--- src/rtl/mac_shift_add.sv ---
// Sequential shift-and-add multiply-accumulate: one multiplier bit per cycle,
// product summed into a wrapping accumulator with a sticky carry-out flag.
module mac_shift_add #(
    parameter int unsigned WIDTH     = 8,
    parameter int unsigned ACC_WIDTH = 2*WIDTH+4
) (
    input  logic                 clk,
    input  logic                 rst_n,
    input  logic                 in_valid,
    output logic                 in_ready,
    input  logic [WIDTH-1:0]     a,
    input  logic [WIDTH-1:0]     b,
    input  logic                 clear,
    output logic                 out_valid,
    output logic [ACC_WIDTH-1:0] acc,
    output logic                 overflow
);

    localparam int unsigned CW = (WIDTH > 1) ? $clog2(WIDTH) : 1;
    localparam logic [CW-1:0] LAST = CW'(WIDTH-1);

    typedef enum logic [1:0] {
        IDLE = 2'd0,
        MUL  = 2'd1,
        ACC  = 2'd2
    } state_t;

    state_t               state_q, state_d;
    logic [WIDTH-1:0]     a_q, b_q;
    logic [2*WIDTH-1:0]   product_q;
    logic [CW-1:0]        count_q;
    logic [2*WIDTH-1:0]   partial;
    logic [ACC_WIDTH:0]   acc_sum;

    // Partial product: AND gate stage on the current multiplier bit, aligned by count.
    always_comb begin
        partial = {{WIDTH{1'b0}}, a_q & {WIDTH{b_q[count_q]}}} << count_q;
        acc_sum = {1'b0, acc} + (ACC_WIDTH+1)'(product_q);
    end

    always_comb begin
        state_d  = state_q;
        in_ready = 1'b0;
        case (state_q)
            IDLE: begin
                in_ready = 1'b1;
                if (in_valid) state_d = MUL;
            end
            MUL: begin
                if (count_q == LAST) state_d = ACC;
            end
            ACC: begin
                state_d = IDLE;
            end
            default: state_d = IDLE;
        endcase
    end

    always_ff @(posedge clk or negedge rst_n) begin
        if (!rst_n) state_q <= IDLE;
        else        state_q <= state_d;
    end

    always_ff @(posedge clk or negedge rst_n) begin
        if (!rst_n) begin
            a_q       <= '0;
            b_q       <= '0;
            product_q <= '0;
            count_q   <= '0;
        end else begin
            case (state_q)
                IDLE: begin
                    if (in_valid) begin
                        a_q       <= a;
                        b_q       <= b;
                        product_q <= '0;
                        count_q   <= '0;
                    end
                end
                MUL: begin
                    product_q <= product_q + partial;
                    count_q   <= count_q + CW'(1);
                end
                default: ;
            endcase
        end
    end

    // A clear on the ACC edge replaces the accumulator with this product.
    always_ff @(posedge clk or negedge rst_n) begin
        if (!rst_n) begin
            acc       <= '0;
            overflow  <= 1'b0;
            out_valid <= 1'b0;
        end else begin
            out_valid <= (state_q == ACC);
            if (state_q == ACC) begin
                if (clear) begin
                    acc      <= ACC_WIDTH'(product_q);
                    overflow <= 1'b0;
                end else begin
                    acc      <= acc_sum[ACC_WIDTH-1:0];
                    overflow <= overflow | acc_sum[ACC_WIDTH];
                end
            end else if (clear) begin
                acc      <= '0;
                overflow <= 1'b0;
            end
        end
    end

endmodule
--- config.mk ---
export PLATFORM = sky130hd
export DESIGN_NAME = mac_shift_add
export DESIGN_NICKNAME = d
export VERILOG_FILES = /design/src/rtl/mac_shift_add.sv
export SDC_FILE = /design/constraint.sdc
export NUM_CORES = 1
export LEC_CHECK = 0
export ABC_AREA = 1
export BUFFER_PORTS_ARGS = -buffer_cell sky130_fd_sc_hd__buf_2
export CAP_MARGIN = 20
export CORE_ASPECT_RATIO = 1.1
export CORE_MARGIN = 2
export CORE_UTILIZATION = 55
export CTS_CLUSTER_DIAMETER = 30
export DETAILED_ROUTE_END_ITERATION = 16
export PLACE_DENSITY = 0.75
export SYNTH_ARGS = -nofsm -noshare
export SYNTH_HDL_FRONTEND = slang
export SYNTH_SLANG_ARGS = --single-unit
--- constraint.sdc ---
create_clock -name clk -period 5.25 [get_ports clk]
set_clock_uncertainty 0.1 [all_clocks]
set_input_delay 0.7875 -clock clk [delete_from_list [all_inputs] [get_ports clk]]
set_output_delay 0.7875 -clock clk [all_outputs]
set_load 0.05 [all_outputs]
==> results.py <==
metrics = {
    "run_status": {
        "status": "complete, no violations",
    },
    "placement": {
        "dp_hpwl_um": 9430,
        "port_buffers": 42,
        "place_ws_ns": 1.60,
        "gp_congestion": 0.954,
    },
    "clocking": {
        "cts_setup_buffers": 0,
        "cts.repair.resized": 0,
        "cts_sinks": 59,
        "clk_latency_ns": 0.35,
        "clock_path_buffers": 2,
        "cts_tree": "done",
        "ctsHoldBuffers": 0,
        "clkSlewWorstSetupHoldPaths_ns": 0.08,
        "h-tree-depth": 3,
        "numCtsBuffers": 9,
        "cts_root_buffer": "clkbuf_8",
    },
    "timing": {
        "fmax_ghz": 0.267,
        "setup_slack_ns": 1.50,
        "finalSetupViolations": 0,
        "hold_slack_ns": 0.411,
        "rsz0062_at_grt": "no",
        "tightest_slew_ns": 0.805,
        "slew_headroom_pct": 46.0,
        "maxSlewViolCount": 0,
        "tns_ns": 0,
        "period_needed_ns": 3.75,
        "finalHoldViolCount": 0,
        "fin_crit_sh_pct": 71.4,
    },
    "floorplan": {
        "rows": 35,
        "ioPinCount": 43,
        "start_util_pct": 55.8,
        "die_h_um": 100,
        "coreArea_um2": 8280,
        "dieArea_um2": 9140,
        "die_w_um": 91.3,
    },
    "synthesis": {
        "synth_edf_count": 0,
        "yosys_warnings": 0,
        "synth.avg_cell_area_um2": 6.62,
        "synth_seq_cells": 59,
        "ys_top_cells_by_area": "dfrtp_1 (32%), nand2_1 (18%), ha_1 (9.2%)",
        "synth.most_common_cell": "nand2_1",
        "synth_cell_types": 38,
        "synth_fp_nets": 753,
        "synth_top_area_share_pct": 32.0,
        "syn_inst": 697,
        "synth.yosys.seq_area_share_pct": 32.0,
        "synthFlopType": "dfrtp_1",
        "async_reset_ff_share_pct": 100,
        "synthTopCellsByCount": "nand2_1 (227), nand3_1 (83), inv_1 (62)",
        "synth_area_leader_cell": "dfrtp_1",
        "netlist_area_um2": 4610,
    },
    "critical_path": {
        "crit_path_start": "count_q[1]",
        "slowest_stage": "dfrtp_1",
        "reg2regPathDepth": 17,
        "worstPathArrival_ns": 3.86,
        "cp.required_ns": 5.36,
        "r2r_setup_slack_ns": 1.50,
        "rr_endpoint": "product_q[7]",
        "r2r-start": "count_q[1]",
        "cpPeakStageDelay_ns": 0.58,
        "crit_path_end_kind": "flip-flop",
        "critPathKind": "flip-flop to flip-flop",
        "worstSetupStartpointType": "flip-flop",
        "crit_top_cell": "nand2_1",
        "critical_path.max_fanout": 15,
        "cp_cell_sequence": "inv_1, nand3_1, nand3_1, and2_2, nand3_1, nand2_1, nand2_1, nor2_1, ha_1, a21oi_1, nand2_1, nand2_1, nand2_1, nand2_1, nand2_1, xnor2_1, o21ai_0",
    },
    "power": {
        "pwr_density_cell_nw_per_um2": 578,
        "ir_worst_vdd_mv": 0.332,
        "fin_total_pwr_w": 0.00295,
        "power.leakage_nw": 2.81,
    },
    "drt": {
        "ant_nets": 0,
        "wl_um": 12100,
        "drtIter0Drc": 202,
        "vias": 4733,
        "drc": 0,
        "drt-wirelength-per-cell_um": 14.2,
        "viasPerCell": 5.56,
        "drt_pass1_iterations": 5,
    },
    "hold_path": {
        "hp-start": "a_q[1]",
        "worstHoldPathType": "flip-flop to flip-flop",
        "min_to": "a_q[1]",
        "hold_depth": 2,
    },
    "finish": {
        "area_growth_pct": 10.5,
        "n_antenna_cell": 0,
        "final_nets": 792,
        "drive_gt1_share_pct": 9.58,
    },
    "flow_run": {
        "maxCapViolations": 0,
    },
    "global_route": {
        "grt_overflow": 0,
        "grt_pass1_wl_um": 20900,
        "grt_usage_pct": 28.6,
        "grt_max_degree": 60,
        "antenna_found_initial": 0,
        "grt_pass1_vias": 4555,
    },
}
-- sequential cells by signal, indices dropped and copies added, names as in the netlist --
name       count
state_q        2
count_q        3
out_valid      1
acc           20
a_q            8
b_q            8
product_q     16
overflow       1
-- layer usage --
metal	vias to the layer above	wire [µm]	GRT usage [%]
li1	2397	-	-
met1	2159	5190	34.2
met2	145	5920	50.6
met3	32	527	4.20
met4	0	463	13.5
met5	-	0	0
-- how the worst max path moves through the flow --
stage,end,depth (start not counted)
final,product_q[7],17
after global routing,product_q[7],17
after CTS,product_q[7],17
after detailed placement,product_q[7],17
after global placement,product_q[7],17
after floorplan,product_q[14],21
-- stage by stage --
| step | area, µm² | cells | util [%] |
|---|---|---|---|
| floorplan | 4610 | 697 | - |
| global placement | 4890 | 834 | 59.1 |
| detailed placement | 4900 | 835 | 59.3 |
| CTS | 5090 | 851 | 61.5 |
| global route | 5100 | 852 | 61.6 |
| finish | 5100 | 852 | 61.6 |
-- critical path: cells and delay by family (launching register included) --
kind | cells | cell delay (ns)
compound gates | 2 | 0.25
flops | 1 | 0.58
fa+ha+maj | 1 | 0.34
xor+xnor | 1 | 0.23
buf+inv | 1 | 0.32
simple gates | 12 | 1.76
-- layout make-up --
type	instances	area [µm²]
fill	806	3180
multi-input combinational	554	2800
sequential	59	1480
timing repair buffer	47	251
inverter	65	244
tap	111	139
clock buffer	10	138
clock inverter	6	48.8
-- cell families after synthesis --
logic type	count (synthesis)	share of synthesized area, %
buf+inv	84	7.29
compound gates	104	11.9
flops	59	32.0
simple gates	409	37.7
fa+ha+maj	36	10.1
xor+xnor	5	0.949
-- cells in the final DEF, fill, tap and decap left out, types with 2 or more instances in the layout --
| cell | netlist | layout |
|---|---|---|
| o22ai_1 | 2 | 2 |
| inv_1 | 62 | 62 |
| nand4_1 | 23 | 23 |
| xor2_1 | 3 | 3 |
| buf_4 | 1 | 4 |
| nand2_2 | 2 | 2 |
| buf_2 | 2 | 42 |
| ha_1 | 34 | 34 |
| a21o_1 | 4 | 4 |
| o21ai_0 | 50 | 50 |
| fa_1 | 2 | 2 |
| nor2_1 | 61 | 61 |
| nor3_1 | 3 | 3 |
| xnor2_1 | 2 | 2 |
| nand3_2 | 2 | 2 |
| clkbuf_8 | 0 | 10 |
| nand2_1 | 227 | 227 |
| clkinv_1 | 2 | 2 |
| clkinvlp_4 | 0 | 3 |
| dfrtp_1 | 59 | 59 |
| a21oi_1 | 41 | 41 |
| o21bai_1 | 2 | 2 |
| nand3_1 | 83 | 83 |
| inv_6 | 0 | 2 |
-- power breakdown --
part / internal [W] / total, W / switching (W)
sequential: 0.000605 / 0.000775 / 0.000170
combinational: 0.000596 / 0.00178 / 0.00118
clock: 0.000188 / 0.000396 / 0.000208
Power figures use the tool's default switching activity.
